--- src/rtl/core_pkg.sv ---
// Shared encodings for the multicycle RV32I-subset core: FSM states, opcodes,
// ALU operation codes and datapath mux selects.
package core_pkg;

  typedef enum logic [3:0] {
    S_FETCH,
    S_DECODE,
    S_MEMADR,
    S_MEMREAD,
    S_MEMWB,
    S_MEMWRITE,
    S_EXECUTER,
    S_EXECUTEI,
    S_ALUWB,
    S_JAL,
    S_BEQ
  } statetype;

  localparam logic [6:0] OP_LOAD  = 7'b0000011;
  localparam logic [6:0] OP_STORE = 7'b0100011;
  localparam logic [6:0] OP_R     = 7'b0110011;
  localparam logic [6:0] OP_I     = 7'b0010011;
  localparam logic [6:0] OP_JAL   = 7'b1101111;
  localparam logic [6:0] OP_BEQ   = 7'b1100011;

  localparam logic [2:0] ALU_ADD = 3'b000;
  localparam logic [2:0] ALU_SUB = 3'b001;
  localparam logic [2:0] ALU_AND = 3'b010;
  localparam logic [2:0] ALU_OR  = 3'b011;
  localparam logic [2:0] ALU_XOR = 3'b100;
  localparam logic [2:0] ALU_SLT = 3'b101;

  // ALUOp: what the state asks of the ALU decoder.
  localparam logic [1:0] ALUOP_ADD   = 2'b00;
  localparam logic [1:0] ALUOP_SUB   = 2'b01;
  localparam logic [1:0] ALUOP_FUNCT = 2'b10;

  localparam logic [1:0] RES_ALUOUT    = 2'b00;
  localparam logic [1:0] RES_DATA      = 2'b01;
  localparam logic [1:0] RES_ALURESULT = 2'b10;

  localparam logic [1:0] SRCA_PC    = 2'b00;
  localparam logic [1:0] SRCA_OLDPC = 2'b01;
  localparam logic [1:0] SRCA_RS1   = 2'b10;

  localparam logic [1:0] SRCB_RS2  = 2'b00;
  localparam logic [1:0] SRCB_IMM  = 2'b01;
  localparam logic [1:0] SRCB_FOUR = 2'b10;

  localparam logic [1:0] IMM_I = 2'b00;
  localparam logic [1:0] IMM_S = 2'b01;
  localparam logic [1:0] IMM_B = 2'b10;
  localparam logic [1:0] IMM_J = 2'b11;

  function automatic logic [1:0] imm_src_of(input logic [6:0] op);
    case (op)
      OP_STORE: imm_src_of = IMM_S;
      OP_BEQ:   imm_src_of = IMM_B;
      OP_JAL:   imm_src_of = IMM_J;
      default:  imm_src_of = IMM_I;
    endcase
  endfunction

endpackage

--- src/rtl/multicycle_controller_alu_decoder.sv ---
// Combinational ALU decoder: maps ALUOp/funct3/op[5]/funct7b5 to ALUControl and
// flags whether funct3 names an operation this ALU implements.
module alu_decoder
  import core_pkg::*;
(
  input  logic [1:0] i_alu_op,
  input  logic [2:0] i_funct3,
  input  logic       i_op5,
  input  logic       i_funct7b5,
  output logic [2:0] o_alu_control,
  output logic       o_funct3_legal
);

  assign o_funct3_legal = !(i_funct3 inside {3'b001, 3'b011, 3'b101});

  always_comb begin
    o_alu_control = ALU_ADD;
    case (i_alu_op)
      ALUOP_SUB: o_alu_control = ALU_SUB;
      ALUOP_FUNCT: begin
        case (i_funct3)
          // Only R-type may subtract; addi reuses instr[30] as immediate bit.
          3'b000:  o_alu_control = (i_op5 & i_funct7b5) ? ALU_SUB : ALU_ADD;
          3'b010:  o_alu_control = ALU_SLT;
          3'b100:  o_alu_control = ALU_XOR;
          3'b110:  o_alu_control = ALU_OR;
          3'b111:  o_alu_control = ALU_AND;
          default: o_alu_control = ALU_ADD;
        endcase
      end
      default: o_alu_control = ALU_ADD;
    endcase
  end

endmodule

--- src/rtl/multicycle_controller.sv ---
// Instruction FSM for the multicycle RV32I-subset core: one Moore state per
// clock driving datapath enables, mux selects and ALUControl.
module multicycle_controller
  import core_pkg::*;
(
  input  logic       clk,
  input  logic       reset,
  input  logic [6:0] op,
  input  logic [2:0] funct3,
  input  logic       funct7b5,
  input  logic       Zero,
  output logic       PCWrite,
  output logic       AdrSrc,
  output logic       MemWrite,
  output logic       IRWrite,
  output logic       RegWrite,
  output logic [1:0] ResultSrc,
  output logic [1:0] ALUSrcA,
  output logic [1:0] ALUSrcB,
  output logic [1:0] ImmSrc,
  output logic [2:0] ALUControl,
  output logic       illegal_instr
);

  statetype   r_state;
  statetype   w_next;
  logic       w_pc_update;
  logic       w_branch;
  logic [1:0] w_alu_op;
  logic       w_funct3_legal;

  // NOTE: state register uses non-blocking assignment so every flop samples
  // pre-edge values; blocking here would race with anything reading r_state.
  always_ff @(posedge clk or posedge reset) begin
    if (reset) r_state <= S_FETCH;
    else       r_state <= w_next;
  end

  // NOTE: every output gets a default before the case so no path leaves a
  // signal unassigned, which would otherwise infer a latch.
  always_comb begin
    w_next        = S_FETCH;
    w_pc_update   = 1'b0;
    w_branch      = 1'b0;
    w_alu_op      = ALUOP_ADD;
    AdrSrc        = 1'b0;
    MemWrite      = 1'b0;
    IRWrite       = 1'b0;
    RegWrite      = 1'b0;
    ResultSrc     = RES_ALUOUT;
    ALUSrcA       = SRCA_PC;
    ALUSrcB       = SRCB_RS2;
    illegal_instr = 1'b0;
    case (r_state)
      S_FETCH: begin
        IRWrite     = 1'b1;
        ALUSrcB     = SRCB_FOUR;
        ResultSrc   = RES_ALURESULT;
        w_pc_update = 1'b1;
        w_next      = S_DECODE;
      end
      S_DECODE: begin
        // Branch target lands in ALUOut while the opcode is inspected.
        ALUSrcA = SRCA_OLDPC;
        ALUSrcB = SRCB_IMM;
        case (op)
          OP_LOAD, OP_STORE: w_next = S_MEMADR;
          OP_R: begin
            w_next        = w_funct3_legal ? S_EXECUTER : S_FETCH;
            illegal_instr = !w_funct3_legal;
          end
          OP_I: begin
            w_next        = w_funct3_legal ? S_EXECUTEI : S_FETCH;
            illegal_instr = !w_funct3_legal;
          end
          OP_JAL: w_next = S_JAL;
          OP_BEQ: w_next = S_BEQ;
          default: begin
            w_next        = S_FETCH;
            illegal_instr = 1'b1;
          end
        endcase
      end
      S_MEMADR: begin
        ALUSrcA = SRCA_RS1;
        ALUSrcB = SRCB_IMM;
        w_next  = (op == OP_LOAD) ? S_MEMREAD : S_MEMWRITE;
      end
      S_MEMREAD: begin
        AdrSrc = 1'b1;
        w_next = S_MEMWB;
      end
      S_MEMWB: begin
        ResultSrc = RES_DATA;
        RegWrite  = 1'b1;
      end
      S_MEMWRITE: begin
        AdrSrc   = 1'b1;
        MemWrite = 1'b1;
      end
      S_EXECUTER: begin
        ALUSrcA  = SRCA_RS1;
        ALUSrcB  = SRCB_RS2;
        w_alu_op = ALUOP_FUNCT;
        w_next   = S_ALUWB;
      end
      S_EXECUTEI: begin
        ALUSrcA  = SRCA_RS1;
        ALUSrcB  = SRCB_IMM;
        w_alu_op = ALUOP_FUNCT;
        w_next   = S_ALUWB;
      end
      S_ALUWB: RegWrite = 1'b1;
      S_JAL: begin
        // PC takes the jump target from ALUOut while PC+4 is formed for rd.
        ALUSrcA     = SRCA_OLDPC;
        ALUSrcB     = SRCB_FOUR;
        w_pc_update = 1'b1;
        w_next      = S_ALUWB;
      end
      S_BEQ: begin
        ALUSrcA  = SRCA_RS1;
        ALUSrcB  = SRCB_RS2;
        w_alu_op = ALUOP_SUB;
        w_branch = 1'b1;
      end
      default: w_next = S_FETCH;
    endcase
  end

  assign PCWrite = w_pc_update | (w_branch & Zero);
  assign ImmSrc  = imm_src_of(op);

  alu_decoder u_alu_decoder (
    .i_alu_op       (w_alu_op),
    .i_funct3       (funct3),
    .i_op5          (op[5]),
    .i_funct7b5     (funct7b5),
    .o_alu_control  (ALUControl),
    .o_funct3_legal (w_funct3_legal)
  );

endmodule

--- config.mk ---
export PLATFORM = sky130hd
export DESIGN_NAME = multicycle_controller
export DESIGN_NICKNAME = d
export VERILOG_FILES = /design/src/rtl/core_pkg.sv /design/src/rtl/multicycle_controller_alu_decoder.sv /design/src/rtl/multicycle_controller.sv
export SDC_FILE = /design/constraint.sdc
export NUM_CORES = 1
export LEC_CHECK = 0
export ABC_CLOCK_PERIOD_IN_PS = 1700
export CAP_MARGIN = 5
export CORE_MARGIN = 2
export CORE_UTILIZATION = 34
export CTS_CLUSTER_SIZE = 10
export DETAILED_ROUTE_END_ITERATION = 6
export PLACE_DENSITY = 0.74
export SETUP_SLACK_MARGIN = 0.05
export SYNTH_ARGS = -nofsm -noshare
export SYNTH_HDL_FRONTEND = slang
export SYNTH_HIERARCHICAL = 1
export SYNTH_SLANG_ARGS = --single-unit
--- constraint.sdc ---
create_clock -name clk -period 1.7 [get_ports clk]
set_input_delay 0.17 -clock clk [delete_from_list [all_inputs] [get_ports clk]]
set_output_delay 0.17 -clock clk [all_outputs]
set_load 0.05 [all_outputs]
==> impl_metrics.py, run 1 <==
metrics = {
    "run_status": {
        "status": "stopped before the end",
        "failed_stage": "global routing (5_1_grt)",
        "firstError": "[ERROR DPL-0038] Utilization greater than 100%, impossible to legalize",
    },
    "logic_synthesis": {
        "yosysSeqAreaShare": 0.1713,
        "syn_area_um2": 584.3,
        "yosys_warnings": 6,
        "ys_ff_latch": 4,
        "syn_avg_cell_area_um2": 6.956,
        "synth_nets": 100,
        "yosysUniqueCellTypes": 34,
        "synth_cells": 84,
    },
    "floorplan": {
        "ioPinCount": 31,
        "fp.dieH_um": 45.46,
        "num_rows": 14,
        "initial_utilization": 0.3748,
        "die_w_um": 45.46,
    },
    "grt": {
        "grt_max_degree": 13,
    },
    "placed_design": {
        "hpwl_um": 1859,
        "dpl_cell_area_um2": 1339,
        "dp_slack_ps": -188.8,
        "dpl.cell_count": 150,
        "portBuffers": 30,
        "gp_congestion": 0.8059,
    },
    "clock_network": {
        "cts_buffer_depth": 2,
        "cts_inserted_buffers": 3,
        "htreeDepth": 1,
        "clkSinkCount": 4,
        "ctsRootBufferMaster": "clkbuf_4",
        "ctsHoldBuffers": 0,
    },
    "timing": {
        "grt_worst_setup_endpoint": "ALUControl[2]",
        "worst-ep-kind": "top-level output",
    },
}
==> what timing repair did <==
item	CTS
pin swaps	12
setup endpoints to repair	14
setup buffers	8
resized for setup	25
==> kinds of logic after synthesis <==
group                    synth area share
adder cells (fa/ha/maj)           0.04282
buffers and inverters              0.1242
AO/OA/AOI/OAI                      0.1970
flip-flops                         0.1713
XOR/XNOR                          0.07494
AND/OR/NAND/NOR                    0.3897
==> Yosys cell counts <==
library cell / number / area [um2]
and3_1: 2 / 12.51
a21oi_1: 3 / 15.01
nor3b_1: 2 / 15.01
nor3_1: 10 / 50.05
buf_6: 2 / 22.52
or2_0: 1 / 6.260
buf_4: 1 / 7.510
clkbuf_1: 3 / 11.26
nor2_1: 7 / 26.28
xnor2_1: 4 / 35.03
nor4_1: 1 / 6.260
o21a_1: 1 / 7.510
a21boi_0: 1 / 7.510
o22ai_1: 2 / 12.51
nor4b_1: 1 / 8.760
o32ai_1: 1 / 8.760
a221oi_2: 1 / 15.01
a31oi_1: 3 / 18.77
xor2_1: 1 / 8.760
nor2b_1: 1 / 6.260
nand2b_1: 4 / 25.02
buf_2: 1 / 5.000
inv_1: 7 / 26.28
dfrtp_1: 4 / 100.1
o21ai_0: 3 / 15.01
nand4bb_1: 1 / 11.26
nand3b_1: 1 / 7.510
or3_1: 3 / 18.77
a211oi_1: 1 / 7.510
ha_1: 2 / 25.02
a21o_1: 1 / 7.510
nand3_1: 1 / 5.000
nand2_1: 6 / 22.52
or2_2: 1 / 6.260
==> metrics by stage <==
| stage | hold WS (ps) | setup TNS, ps |
|---|---|---|
| floorplan | -63.92 | -1290 |
| global placement | 355.5 | -307.9 |
| detailed placement | 372.3 | -603.4 |
| CTS | 124.3 | -1117 |
==> run 2, diff against run 1 <==
ABC_CLOCK_PERIOD_IN_PS = 2210   (was 1700)
CORE_AREA = 2 2 63 65   (was unset)
CORE_MARGIN = unset   (was 2)
CORE_UTILIZATION = unset   (was 34)
CTS_CLUSTER_SIZE = unset   (was 10)
DIE_AREA = 0 0 65 67   (was unset)
PLACE_DENSITY = unset   (was 0.74)
PLACE_DENSITY_LB_ADDON = 0.15   (was unset)
SETUP_SLACK_MARGIN = unset   (was 0.05)
clock period = 2.21 ns   (was 1.7 ns; I/O delays follow)
==> run 2 against run 1 <==
  * The flow now finishes without violations
  * Synthesized cell count unchanged
  * Synthesized area unchanged
==> impl_metrics.py, run 2 <==
metrics = {
    "run_status": {
        "status": "complete, no violations",
    },
    "detailed_routing": {
        "drcViolationCount": 0,
        "viasPerCell": 4.151,
        "drtIter0Drc": 24,
        "via_count": 689,
        "ant_nets": 0,
        "dr.pass1.iters": 4,
        "wl_per_cell_um": 10.95,
        "detail_route.wirelength_um": 1817,
    },
    "placed_design": {
        "dp_slack_ps": 124.8,
        "hpwl_um": 1503,
        "gp_congestion": 0.7311,
        "dpl.cell_count": 163,
        "dpl_cell_area_um2": 1021,
        "portBuffers": 30,
    },
    "logic_synthesis": {
        "synth_fa_ha_area_frac": 0.04283,
        "synth_largest_area_cell": "dfrtp_1",
        "synth_top_family_by_area": "simple AND/OR/NAND/NOR gates",
        "synth_cells": 84,
        "yosysUniqueCellTypes": 34,
        "synth_area_leaders": "dfrtp_1 17%, nor3_1 8.6%, xnor2_1 6.0%",
        "synth-async-reset-ratio": 1.000,
        "yosysSeqAreaShare": 0.1713,
        "synth_flop_cell": "dfrtp_1",
        "synth.most_common_cell": "nor3_1",
        "ys_top_cells_by_count": "10 x nor3_1, 7 x inv_1, 7 x nor2_1",
        "syn_area_um2": 584.3,
        "syn_avg_cell_area_um2": 6.956,
        "synthSimpleGateAreaFrac": 0.3897,
        "synth_top_area_frac": 0.1713,
        "synth_xor_xnor_area_share": 0.07495,
        "synth_compound_area_frac": 0.1970,
        "synth_edf_count": 0,
        "synth_nets": 100,
        "yosys_warnings": 6,
        "ys_ff_latch": 4,
        "synth.area.mux_share": 0,
    },
    "clock_network": {
        "path_clk_slew_ps": 30,
        "insertion_delay_ps": 210,
        "htreeDepth": 1,
        "post_cts_buffers": 0,
        "cts_buffer_depth": 2,
        "clkSinkCount": 4,
        "cts_inserted_buffers": 3,
        "ctsRootBufferMaster": "clkbuf_8",
        "cts_tree": "done",
    },
    "pwr": {
        "p_leak_uw": 0.0004208,
        "power_density_nw_per_um2": 868.9,
        "ir_worst_vdd_v": 0.0002238,
    },
    "critical_path": {
        "critical_path.startpoint": "r_state[3]",
        "cp_max_fo": 8,
        "r2r-start": "r_state[2]",
        "worst_setup_path_end_kind": "output port",
        "start_kind": "register",
        "critPathKind": "reg -> out",
        "cp.arrival_ps": 1900,
        "cp.required_ps": 1990,
    },
    "final_layout": {
        "num_antenna_cells": 0,
        "reg_top3": "r_state: 4 flops",
        "fin_area_um2": 1072,
        "fill_cells": 396,
        "syn_to_final_growth_pct": 83.51,
        "final_cell_mix": "18 x buf_4, 13 x clkdlybuf4s50_1, 7 x inv_1, 7 x nor3_1, 7 x buf_12",
        "largest_register_ffs": 4,
        "drive_above_1_share": 0.3136,
        "largest-register": "r_state",
        "final_nets": 136,
        "final_cells": 166,
        "layout_commonest_cell": "buf_4",
    },
    "timing": {
        "drv_slew": 0,
        "skew_ps": 2.410,
        "layout_min_cycle_time_ps": 2122,
        "setup_viol": 0,
        "fmax_mhz": 471.3,
        "rsz0062_at_grt": "yes",
        "worst_pin_slew_ps": 395.6,
        "hold_viol_final": 0,
        "finalCritPeriodShare": 0.9600,
        "slew-limit-headroom": 0.7362,
        "setup_slack_ps": 88.36,
    },
    "floorplan": {
        "fp.dieH_um": 67,
        "die_w_um": 65,
        "core_area_um2": 3606,
        "ioPinCount": 31,
        "initial_utilization": 0.1620,
        "dieArea_um2": 4355,
        "num_rows": 22,
    },
    "grt": {
        "grt_overflow": 0,
        "grt_pass1_vias": 729,
        "grt_pass1_wl_um": 3174,
        "antenna_found_initial": 0,
        "grt_max_degree": 13,
        "grt_use_total": 0.09227,
    },
    "min_path": {
        "min_path_type": "in -> async",
    },
    "run": {
        "cap_violations": 0,
    },
}
[run 2: layer usage]
layer / wire length, um / GRT usage
met3: 98 / 0.02196
met5: 0 / 0
met2: 803 / 0.1430
met4: 15 / 0.03191
met1: 899 / 0.1241
[run 2: layout make-up]
cell class | instances | area (um2) | share of cell area
Multi-Input combinational cell | 66 | 437.9 | 0.4084
Timing Repair Buffer | 38 | 405.4 | 0.3781
Sequential cell | 4 | 101.3 | 0.09452
Tap cell | 48 | 60.06 | 0.05601
Clock buffer | 3 | 41.29 | 0.03851
Inverter | 7 | 26.28 | 0.02450
[run 2: worst paths after layout]
| check | end | cells past startpoint | slack, ps |
|---|---|---|---|
| max reg2reg | r_state[0] | 4 | 730 |
| min | r_state[2] | 2 | 200 |
| max in group asynchronous | r_state[3] | 2 | 1840 |
| min reg2reg | r_state[3] | 2 | 680 |
| min in group clk | r_state[3] | 2 | 680 |
| max | ALUControl[2] | 6 | 90 |
[run 2: kinds of logic (layout without fill, tap and decap cells)]
family | Yosys count | after routing
buffers and inverters | 14 | 48
AND/OR/NAND/NOR | 42 | 42
AO/OA/AOI/OAI | 17 | 17
flip-flops | 4 | 4
XOR/XNOR | 5 | 5
adder cells (fa/ha/maj) | 2 | 2
[run 2: what timing repair did]
| action | CTS | global route |
|---|---|---|
| endpoints found under the setup margin | 3 | 3 |
| pin swaps | 0 | 0 |
| gates resized for setup | 2 | 1 |
| hold buffers | 0 | 0 |
[run 2: power by group]
part	switching (uW)	internal [uW]	total, uW
Sequential	10.4	85.6	96.1
Combinational	437	249	686
Clock	33.7	116	149
[run 2: worst max-delay path, cell delays in order, from the launching register on]
cell and delay, ps:
dfrtp_2 430, nor4b_2 260, inv_1 80, ha_1 320, nand2b_1 180, nor3_2 230, buf_12 170
[run 2: stage by stage]
| step | TNS [ps] | power [uW] | util | hold slack [ps] |
|---|---|---|---|---|
| finish | 0 | 931.7 | 0.2974 | 203.7 |
| detailed placement | 0 | 786.0 | 0.2831 | 427.4 |
| global placement | 0 | 790.1 | 0.2831 | 428.2 |
| global route | -4.420 | 994.3 | 0.2974 | 222.4 |
| floorplan | -664.9 | 541.6 | - | -12.92 |
| CTS | 0 | 943.8 | 0.2967 | 206.5 |
Power figures use the tool's default switching activity.
==> run 3, diff against run 2 <==
MAX_ROUTING_LAYER = met4   (was unset)
==> results of run 3 <==
No change in the layout: final DEF, timing and power equal those of run 2.
Among the figures that moved: final weighted congestion in routability-driven placement 0.7311 -> 0.7399; overall routing resource usage 0.09227 -> 0.09470; violation count after the first detailed-route iteration 24 -> 23
